**config.mk**
```make
export PLATFORM = sky130hd
export DESIGN_NAME = instr_fetch_unit
export DESIGN_NICKNAME = d
export VERILOG_FILES = /design/src/rtl/cpu_pkg.sv /design/src/rtl/fetch_fifo.sv /design/src/rtl/instr_fetch_unit.sv
export SDC_FILE = /design/constraint.sdc
export NUM_CORES = 1
export LEC_CHECK = 0
export CORE_MARGIN = 5
export CORE_UTILIZATION = 45
export DETAILED_ROUTE_END_ITERATION = 16
export PLACE_DENSITY = 0.72
export RECOVER_POWER = 25
export SYNTH_ARGS = -nofsm -noshare
export SYNTH_HDL_FRONTEND = slang
export SYNTH_SLANG_ARGS = --single-unit
```
**constraint.sdc**
```tcl
create_clock -name clk -period 3.55 [get_ports clk]
set_input_delay 0.71 -clock clk [delete_from_list [all_inputs] [get_ports clk]]
set_output_delay 0.71 -clock clk [all_outputs]
set_load 0.05 [all_outputs]
```
**src/rtl/cpu_pkg.sv**
```systemverilog
// cpu_pkg: shared fetch-path widths, reset address and the buffered fetch entry layout.
package cpu_pkg;
    localparam int XLEN = 32;
    localparam logic [XLEN-1:0] RESET_PC = '0;
    typedef struct packed {
        logic [XLEN-1:0] pc;
        logic [XLEN-1:0] instr;
    } fetch_entry_t;
endpackage

```
**src/rtl/fetch_fifo.sv**
```systemverilog
// fetch_fifo: register-array FIFO with synchronous flush, simultaneous push/pop and occupancy count.
module fetch_fifo #(
    parameter int WIDTH = 64,
    parameter int DEPTH = 4
) (
    input  logic                       clk,
    input  logic                       rst,
    input  logic                       flush,
    input  logic                       push,
    input  logic [WIDTH-1:0]           push_data,
    input  logic                       pop,
    output logic [WIDTH-1:0]           pop_data,
    output logic [$clog2(DEPTH+1)-1:0] count
);
    localparam int AW = DEPTH > 1 ? $clog2(DEPTH) : 1;
    localparam int CW = $clog2(DEPTH + 1);
    logic [WIDTH-1:0] mem [DEPTH];
    logic [AW-1:0] wr_ptr, rd_ptr;
    logic do_push, do_pop;
    // explicit wrap keeps non-power-of-2 depths (the PC queue) correct
    function automatic logic [AW-1:0] inc(input logic [AW-1:0] p);
        return (p == AW'(DEPTH - 1)) ? '0 : p + 1'b1;
    endfunction
    assign do_pop   = pop & (count != '0);
    assign do_push  = push & ((count < CW'(DEPTH)) | do_pop);
    assign pop_data = mem[rd_ptr];
    always_ff @(posedge clk) begin
        if (!rst || flush) begin
            wr_ptr <= '0;
            rd_ptr <= '0;
            count  <= '0;
        end else begin
            if (do_push) begin
                mem[wr_ptr] <= push_data;
                wr_ptr      <= inc(wr_ptr);
            end
            if (do_pop) rd_ptr <= inc(rd_ptr);
            count <= count + CW'(do_push) - CW'(do_pop);
        end
    end
endmodule

```
**src/rtl/instr_fetch_unit.sv**
```systemverilog
// instr_fetch_unit: credit-limited instruction fetch with in-order PC queue, instruction buffer and redirect flush.
module instr_fetch_unit
    import cpu_pkg::*;
#(
    parameter int XLEN = cpu_pkg::XLEN,
    parameter int DEPTH = 4,
    parameter int MAX_OUT = 2,
    parameter logic [XLEN-1:0] RESET_PC = XLEN'(cpu_pkg::RESET_PC)
) (
    input  logic                         clk,
    input  logic                         rst,
    output logic                         imem_req_valid,
    input  logic                         imem_req_ready,
    output logic [XLEN-1:0]              imem_req_addr,
    input  logic                         imem_rsp_valid,
    input  logic [XLEN-1:0]              imem_rsp_data,
    input  logic                         redirect_valid,
    input  logic [XLEN-1:0]              redirect_pc,
    input  logic                         halt,
    output logic                         instr_valid,
    input  logic                         instr_ready,
    output logic [XLEN-1:0]              instr_data,
    output logic [XLEN-1:0]              instr_pc,
    output logic [$clog2(MAX_OUT+1)-1:0] outstanding
);
    localparam int OW = $clog2(MAX_OUT + 1);
    localparam int BW = $clog2(DEPTH + 1);
    localparam int SW = $clog2(DEPTH + MAX_OUT + 1);
    logic [XLEN-1:0]   fetch_pc, pcq_head;
    logic [2*XLEN-1:0] head;
    logic [OW-1:0]     out_cnt, out_next, drop_cnt, pcq_cnt;
    logic [BW-1:0]     occ;
    logic              req_hs, rsp_live, rsp_keep;
    // outstanding requests reserve buffer slots so a response always has room
    assign imem_req_valid = rst & ~halt & ~redirect_valid & (out_cnt < OW'(MAX_OUT))
                          & (SW'(occ) + SW'(out_cnt) < SW'(DEPTH));
    assign imem_req_addr  = fetch_pc;
    assign req_hs         = imem_req_valid & imem_req_ready;
    assign rsp_live       = imem_rsp_valid & (drop_cnt == '0);
    assign rsp_keep       = rsp_live & ~redirect_valid & (pcq_cnt != '0);
    assign out_next       = out_cnt + OW'(req_hs) - OW'(imem_rsp_valid);
    assign outstanding    = out_cnt;
    assign instr_valid    = rst & (occ != '0);
    assign instr_pc       = head[2*XLEN-1:XLEN];
    assign instr_data     = head[XLEN-1:0];
    always_ff @(posedge clk) begin
        if (!rst) begin
            fetch_pc <= RESET_PC;
            out_cnt  <= '0;
            drop_cnt <= '0;
        end else begin
            out_cnt <= out_next;
            if (redirect_valid) begin
                fetch_pc <= redirect_pc & ~XLEN'(3);
                drop_cnt <= out_next;
            end else begin
                if (req_hs) fetch_pc <= fetch_pc + XLEN'(4);
                if (imem_rsp_valid && drop_cnt != '0) drop_cnt <= drop_cnt - 1'b1;
            end
        end
    end
    fetch_fifo #(.WIDTH(XLEN), .DEPTH(MAX_OUT)) pcq (
        .clk       (clk),
        .rst       (rst),
        .flush     (redirect_valid),
        .push      (req_hs),
        .push_data (fetch_pc),
        .pop       (rsp_live),
        .pop_data  (pcq_head),
        .count     (pcq_cnt)
    );
    fetch_fifo #(.WIDTH(2*XLEN), .DEPTH(DEPTH)) ibuf (
        .clk       (clk),
        .rst       (rst),
        .flush     (redirect_valid),
        .push      (rsp_keep),
        .push_data ({pcq_head, imem_rsp_data}),
        .pop       (instr_valid & instr_ready),
        .pop_data  (head),
        .count     (occ)
    );
endmodule

```
======== After elaboration in Yosys (flattened, before gate mapping) ========
Memories as Yosys holds them, arrays and structs flattened. A register that Yosys moved wholly into a read port is not among the register bits.
Index checks and enable logic that the tools add are counted.
word-level totals
  flip-flop bits (word level) ............. 47
  bits in writable memories ............... 320
  word-level logic and storage cells ...... 78
  memories ................................ 2
cells by class
  add/sub/neg operators ................... 13
  magnitude comparators ................... 4
  equal/unequal tests ..................... 2
  multiplexer cells ....................... 18
  bitwise operators ....................... 19
  reduce and logical (&&, ||, !) cells .... 10
memory list
  memory    words  bits a word  rd ports  clocked after memory_dff  write ports  line              text
  ibuf.mem  4      64           1         1                         1            fetch_fifo.sv:17  logic [WIDTH-1:0] mem [DEPTH];
  pcq.mem   2      32           1         1                         1            fetch_fifo.sv:17
operators with widths
  kind                                                count
  2-to-1 mux 32 bit                                   2
  adder 32 x 3 -> 32 bit (second input constant)      1
  AND 1 bit                                           14
  2-to-1 mux 2 bit                                    6
  2-to-1 mux 1 bit                                    10
  nonzero test 2 bit                                  4
  less-than comparator 3 bit (second input constant)  2
  adder 2 x 1 -> 2 bit                                2
  adder 2 x 1 -> 2 bit (second input constant)        2
  equality test 2 bit (second input constant)         2
  less-than comparator 2 bit (second input constant)  2
  subtractor 2 x 1 -> 2 bit                           2
  adder 3 x 1 -> 3 bit                                1
  adder 3 x 2 -> 3 bit                                1
  NOT 1 bit                                           3
  nonzero test 3 bit                                  1
  subtractor 3 x 1 -> 3 bit                           1
  adder 1 bit (second input constant)                 2
  logical NOT 2 bit                                   1
  OR 1 bit                                            2
  OR reduction 2 bit                                  1
  subtractor 2 x 1 -> 2 bit (second input constant)   1
  logical AND 1 bit                                   1
  logical NOT 1 bit                                   1
  logical OR 1 bit                                    1

======== Logic depth before layout (Yosys ltp) ========
Gate-level depths: netlist of the first run.
  word-level depth ........................ 10
  gate-level depth with buffers ........... 14
  gate-level depth less buffers ........... 12

======== Hierarchy ========
From an unflattened synthesis of the first run, not the netlist that was laid out.
unflattened totals
  cell total of the unflattened synthesis .. 794
  area, all modules ....................... 14,715.4 µm²
modules (own cells, without submodules)
  module             times used  cells an instance  area an instance (µm²)  sequential area each (µm²)
  fetch_fifo (ibuf)  1           385                9,780.6                 7,867.5
  fetch_fifo (pcq)   1           126                2,708.8                 2,021.9
  instr_fetch_unit   1           283                2,225.9                 680.7

======== Least setup slack after synthesis of the first run ========
OpenSTA, ideal clock, no wires.
  kind .................................... register to register
  from .................................... register out_cnt[1] (netlist: outstanding[1])
  to ...................................... memory pcq.mem[0][10] (netlist name), enable pin
  data arrival time ....................... 3.248 ns
  path slack .............................. -0.118 ns
  stages on the path, launching flop included .. 6
  cell sequence ........................... dfxtp_1 -> ha_1 -> a31oi_2 -> xnor2_1 -> a211oi_1 -> nor2b_1
on the way
  cells in the longest elaborated chain, start to end .. 8
  elaborated cells on any way between the ends .. 10
  those cells by class .................... add/sub (1); order compare (2); mux (3); bitwise (4)
ends and longest elaborated chain
  item                                                                       line                                            text
  start: declaration                                                         instr_fetch_unit.sv:31                          logic [OW-1:0] out_cnt, out_next, drop_cnt, pcq_cnt;
  start signal: assignment                                                   instr_fetch_unit.sv:52                          out_cnt <= out_next;
  adder 3 x 2 -> 3 bit / less-than comparator 2 bit (equally long branches)  instr_fetch_unit.sv:36, instr_fetch_unit.sv:35
  less-than comparator 3 bit / AND 1 bit (equally long branches)             instr_fetch_unit.sv:36, instr_fetch_unit.sv:35
  AND 1 bit (*)                                                              instr_fetch_unit.sv:36                          & (SW'(occ) + SW'(out_cnt) < SW'(DEPTH));
  AND 1 bit (*)                                                              instr_fetch_unit.sv:38                          assign req_hs = imem_req_valid & imem_req_ready;
  AND 1 bit (*)                                                              fetch_fifo.sv:25                                assign do_push = push & ((count < CW'(DEPTH)) | do_pop);
  via pcq.do_push                                                            fetch_fifo.sv:19                                logic do_push, do_pop;
  2-to-1 mux 1 bit (*)                                                       fetch_fifo.sv:33                                if (do_push) begin
  2-to-1 mux 1 bit (*)                                                       fetch_fifo.sv:28                                if (!rst || flush) begin
  2-to-1 mux 1 bit (implied by the code) (*)                                 fetch_fifo.sv:34                                mem[wr_ptr] <= push_data;
  end: declaration                                                           fetch_fifo.sv:17
The timed path passes the listed nets; every way through them passes the cells marked *.

==> reports/metrics.yaml, run 1 <==
floorplanning:
  die_area_um2: 34700
  core_area_um2: 30600
  start_util_pct: 45.7
  io_pins: 171
  rows: 64
  die_h_um: 186
  die_x_um: 186
cts:
  cts_resized: 0
  cts_inserted_buffers: 37
  cts_max_path_buffers: 3
  ctsHtreeMaxLevel: 2
  cts.sinks: 356
  root_buffer: "clkbuf_16"
  cts_tree: "done"
  clkLatencyLatePin_ps: 510
  clk_pin_slew_worst_paths_ps: 60
  hold_buffers: 0
  cts_setup_buffers: 0
power:
  leakagePower_nw: 5.67
  clkPwrFrac_pct: 44.0
  seq_power_share_pct: 51.7
  comb_power_share_pct: 4.3
  ir_drop_mv: 0.276
  p_sw_share_pct: 19.8
  p_sw_mw: 1.77
  powerDensity_nw_per_um2: 510
  internal_power_mw: 7.17
timing:
  maxSlewViolCount: 0
  min_period_ps: 3400
  clock_skew_ps: 14.6
  grt_setup_unrepaired: "false"
  fmax_mhz: 294
  slew_headroom_pct: 57.7
  hold_viol: 0
  tns_ps: 0
  finalSetupViolCount: 0
  fin_crit_sh_pct: 95.7
  tightest_slew_ps: 634
grt:
  grt_use_total_pct: 16.7
  grt_max_degree: 38
  grt_pass1_wl_mm: 44.8
  grt.overflow.total: 0
  grt_pass1_vias: 7852
  grt_antenna_before_repair: 0
worst_setup_path:
  slowest_stage: "clkdlybuf4s50_1"
  cp-start-kind: "flip-flop"
  cpLargestDelayFamily: "buffers and inverters"
  r2r_cells: 12
  crit_type: "reg2out"
  crit_buf_inv: 2
  crit_path_max_incr_delay_ps: 730
  rr_endpoint: "drop_cnt[1]"
  required_ps: 2840
  r2r_start: "outstanding[1]"
  r2r_slack_ps: 820
  crit_arrival_ps: 2690
  critPathMaxFanout: 16
  path_cells: "buf_12, mux4_2, clkdlybuf4s50_1"
  end_kind: "primary output"
drt:
  drt_iter0_drc: 423
  vias_per_cell: 5.47
  routed_wl_mm: 29.0
  vias: 7647
  drc: 0
  routedWlPerCell_um: 20.7
  ant_nets: 0
  first_pass_iters: 5
logic_synthesis:
  synthesis.area_um2: 14000
  yosys_warnings: 0
  synth_area_per_cell_um2: 17.9
  ys_seq_elements: 356
  synth_edf_count: 308
  async_flop_share_pct: 0
  synth-main-ff-cell: "edfxtp_1"
  synth_cell_types: 62
  ys_seq_area_share_pct: 73.1
  syn_inst: 779
worst_hold_path:
  min_path_type: "reg2reg"
  min_path_cells: 2
  min_from: "ibuf.rd_ptr[1]"
status:
  status: "finished clean"
layout:
  fin_nets: 1058
  final_cell_mix: "308 x edfxtp_1, 130 x clkdlybuf4s50_1, 62 x mux4_2"
  antenna_cells: 0
  fin_util_pct: 57.4
  area_delta_synth_final_pct: 25.6
  layout-drive-gt1-share_pct: 19.4
  final_common_cell: "edfxtp_1"
flow_run:
  cap_viol_max_count: 0
placement:
  dp_hpwl_mm: 19.2
  place.gp.congestion: 0.839
  portBuffers: 164
==> metrics by stage <==
step                cells  setup WS [ps]  hold slack (ps)  area, um2  total power, mW
global route         1397           29.9              513      17600             9.27
finish               1397            153              483      17600             8.95
floorplan             782            287              461      14000             4.90
global placement     1330            360              469      16300             5.10
CTS                  1397           90.2              484      17600             9.05
detailed placement   1330            339              473      16300             5.10
==> final cells by class <==
| type | count | area, um2 |
|---|---|---|
| flip-flops and latches | 356 | 10200 |
| clock buffers | 52 | 1020 |
| fillers | 2299 | 13000 |
| repair buffers | 197 | 2010 |
| well taps | 396 | 495 |
| clock inverters | 15 | 228 |
| multi-input cells | 360 | 3500 |
| inverters | 21 | 78.8 |
==> flip-flops by register name (all words and copies together) (netlist names), named ones only <==
name	cells
pcq.wr_ptr	1
ibuf.wr_ptr	2
ibuf.rd_ptr	2
pcq.rd_ptr	1
ibuf.mem	248
imem_req_addr	30
ibuf.count	3
drop_cnt	2
pcq.mem	60
outstanding	2
pcq.count	2
==> tightest hold or removal path: cells and delay by family (launching register included) <==
kind	cells	cell delay, ps
simple gates	1	70
compound gates	1	60
flops	1	320
==> cell usage after synthesis, types with 12 or more instances <==
master | number | area [um2]
mux4_2 | 62 | 1400
clkbuf_1 | 25 | 93.8
buf_2 | 12 | 60.1
nand2_1 | 36 | 135
nand4_1 | 13 | 81.3
nor2_1 | 20 | 75.1
nand3_1 | 19 | 95.1
a21oi_1 | 26 | 130
o21ai_0 | 12 | 60.1
nor3_1 | 12 | 60.1
ha_1 | 13 | 163
edfxtp_1 | 308 | 9250
inv_1 | 20 | 75.1
mux2_2 | 31 | 349
dfxtp_1 | 48 | 961
==> power by group through the flow <==
stage | clock, mW | sequential [mW] | combinational (mW)
2_1_floorplan | 0 | 4.77 | 0.134
3_3_place_gp | 0 | 4.71 | 0.389
3_5_place_dp | 0 | 4.71 | 0.395
4_1_cts | 4.03 | 4.62 | 0.397
5_1_grt | 4.23 | 4.63 | 0.415
6_report | 3.94 | 4.62 | 0.387
==> logic make-up after synthesis <==
kind of cell,share of synthesized area [%]
DFF,73.1
and+or+nand+nor,5.89
muxes,12.7
AOI/OAI and AO/OA,3.90
buffers and inverters,2.10
xor gates and xnor gates,1.00
adders and majority gates,1.31
other,0.0268
==> metal layers <==
layer,share of wire (%),vias up,track usage [%]
li1,-,3507,-
met1,43,3827,23.8
met2,47,266,26.6
met3,7.6,47,3.68
met4,1.9,0,4.26
met5,0,-,0
==> worst max-delay path by stage <==
stage          startpoint        endpoint  cells after the start
6_report        flip-flop    instr_pc[25]                      3
4_1_cts         flip-flop    instr_pc[26]                      3
3_3_place_gp          rst     drop_cnt[1]                     12
3_5_place_dp          rst     drop_cnt[1]                     12
2_1_floorplan         rst  ibuf.mem[3][0]                      4
5_1_grt         flip-flop    instr_pc[26]                      3
Note: power is estimated with default switching activity, not from simulation.
==> inputs of run 2 (changes only) <==
--- a/config.mk
+++ b/config.mk
@@ -10,6 +10,7 @@
 export DETAILED_ROUTE_END_ITERATION = 16
 export PLACE_DENSITY = 0.72
 export RECOVER_POWER = 25
+export SLEW_MARGIN = 20
 export SYNTH_ARGS = -nofsm -noshare
 export SYNTH_HDL_FRONTEND = slang
 export SYNTH_SLANG_ARGS = --single-unit
==> results of run 2 <==
Final layout, timing and power as in run 1 (identical DEF).
==> inputs of run 3 (changes only) <==
--- a/config.mk
+++ b/config.mk
@@ -6,10 +6,11 @@
 export NUM_CORES = 1
 export LEC_CHECK = 0
 export CORE_MARGIN = 5
-export CORE_UTILIZATION = 45
+export CORE_UTILIZATION = 50
 export DETAILED_ROUTE_END_ITERATION = 16
-export PLACE_DENSITY = 0.72
+export PLACE_DENSITY = 0.79
 export RECOVER_POWER = 25
+export SKIP_CTS_REPAIR_TIMING = 1
 export SLEW_MARGIN = 20
 export SYNTH_ARGS = -nofsm -noshare
 export SYNTH_HDL_FRONTEND = slang
==> run 3 against run 2 <==
Net effect:
- the run now ends with capacitance limit, slew limit left
- global-route usage increased by 1.5 points
- largest cell class unchanged
- critical endpoint is now instr_pc[31]
- critical path type unchanged
- count of clock-buffer cells in the layout shrank 8
- die area is 9.5% lower
- combinational power is 1% higher
- largest power group unchanged
- non-clock buffer count down 3
- fmax grew 0.73%
==> reports/metrics.yaml, run 3 (synthesis gave the netlist of run 1 again) <==
cts:
  ctsHtreeMaxLevel: 2
  cts_inserted_buffers: 35
  clkLatencyLatePin_ps: 520
  root_buffer: "clkbuf_16"
  cts_tree: "done"
  cts.sinks: 356
  clk_pin_slew_worst_paths_ps: 60
  cts_max_path_buffers: 3
worst_setup_path:
  crit_path_max_incr_delay_ps: 740
  crit_type: "reg2out"
  crit_buf_inv: 2
  cpLargestDelayFamily: "buffers and inverters"
  required_ps: 2840
  crit_arrival_ps: 2660
  slowest_stage: "clkdlybuf4s50_1"
  critPathMaxFanout: 22
  r2r_start: "ibuf.count[1]"
  path_cells: "buf_12, mux4_2, clkdlybuf4s50_1"
  end_kind: "primary output"
  cp-start-kind: "flip-flop"
drt:
  routedWlPerCell_um: 20.7
  ant_nets: 0
  drc: 0
  vias_per_cell: 5.58
  first_pass_iters: 5
  drt_iter0_drc: 630
  routed_wl_mm: 28.5
  vias: 7661
placement:
  pre_cts_ws_ps: 306
  place.gp.congestion: 0.855
  dp_hpwl_mm: 18.6
  portBuffers: 164
layout:
  largest_reg_flops: 248
  final_cell_mix: "308 x edfxtp_1, 130 x clkdlybuf4s50_1, 62 x mux4_2"
  top_register: "ibuf.mem"
  final_common_cell: "edfxtp_1"
  antenna_cells: 0
  layout-drive-gt1-share_pct: 19.3
  area_delta_synth_final_pct: 25.1
  fin_nets: 1053
worst_hold_path:
  min_path_type: "reg2reg"
  min_from: "ibuf.rd_ptr[1]"
flow_run:
  cap_viol_max_count: 1
power:
  leakagePower_nw: 5.63
  power.total_mw: 8.75
  p_sw_share_pct: 20.4
  internal_power_mw: 6.97
  ir_drop_mv: 0.289
  p_sw_mw: 1.78
  seq_power_share_pct: 52.7
  powerDensity_nw_per_um2: 501
  clkPwrFrac_pct: 42.8
  comb_power_share_pct: 4.5
timing:
  slew_headroom_pct: -16.9
  fin_crit_sh_pct: 95.0
  fin_ws_ps: 178
  maxSlewViolCount: 31
  grt_setup_unrepaired: "false"
  clock_skew_ps: 17.4
  hold_viol: 0
  finalSetupViolCount: 0
  fmax_mhz: 297
  min_period_ps: 3370
  holdWs_ps: 490
  tns_ps: 0
  tightest_slew_ps: 1750
floorplanning:
  rows: 61
  die_x_um: 177
  die_h_um: 177
  start_util_pct: 50.4
  io_pins: 171
  core_area_um2: 27700
  die_area_um2: 31400
grt:
  grt_pass1_vias: 7765
  grt_max_degree: 34
  grt.overflow.total: 0
  grt_antenna_before_repair: 0
  grt_use_total_pct: 18.2
  grt_pass1_wl_mm: 44.4
status:
  status: "complete, but fails checks"
  violations: "capacitance limit, slew limit"
-- run 3: cell types whose count changed in the layout (fill, tap and decap cells not counted) --
cell / change
clkbuf_1: -5
clkbuf_8: +1
clkbuf_16: -3
mux2_1: -1
buf_4: -8
inv_6: -1
mux2_2: +1
bufinv_16: -1
clkinvlp_4: +1
clkinv_2: +3
buf_12: +4
clkinv_8: +1
clkinv_1: +2
-- run 3: power groups by stage --
stage	registers [mW]	logic (mW)	clock network (mW)
floorplan	4.77	0.134	0
global placement	4.70	0.391	0
detailed placement	4.70	0.397	0
CTS	4.61	0.401	3.82
global route	4.62	0.418	4.02
finish	4.62	0.392	3.74
-- run 3: area by class of cell --
class                   count  area (um2)
clock inverters            20         235
fillers                  1924       10200
repair buffers            194        2030
clock buffers              44         941
multi-input cells         360        3500
inverters                  21        78.8
well taps                 378         473
flip-flops and latches    356       10200
-- run 3: per-stage QoR --
stage	utilization, %	instances	cell area (um2)
2_1_floorplan	-	782	14000
3_3_place_gp	58.9	1309	16300
3_5_place_dp	58.9	1309	16300
4_1_cts	63.1	1373	17500
5_1_grt	63.1	1373	17500
6_report	63.1	1373	17500
-- run 3: worst paths after layout --
| path | cells past startpoint | end | slack [ps] |
|---|---|---|---|
| setup reg to reg | 12 | drop_cnt[1] | 830 |
| hold / removal | 2 | flip-flop | 490 |
| setup / recovery | 3 | instr_pc[31] | 180 |
| hold reg to reg | 2 | flip-flop | 490 |
-- run 3: worst reg2reg max path, cell delays in order, from the launching register on --
cell and delay, ps:
dfxtp_1 460, ha_1 290, a31oi_2 240, xnor2_1 180
nor2_2 80, inv_2 240, ha_1 290, inv_1 60
ha_1 140, xor2_1 190, and2_1 150, nor3_1 50
a22o_1 250
-- run 3: routing by layer --
| metal | share of wire, % | vias up | track usage [%] |
|---|---|---|---|
| met5 | 0 | - | 0 |
| met1 | 43 | 3832 | 26.1 |
| met3 | 7.1 | 41 | 3.97 |
| met4 | 1.5 | 0 | 3.74 |
| li1 | - | 3506 | - |
| met2 | 48 | 282 | 29.2 |
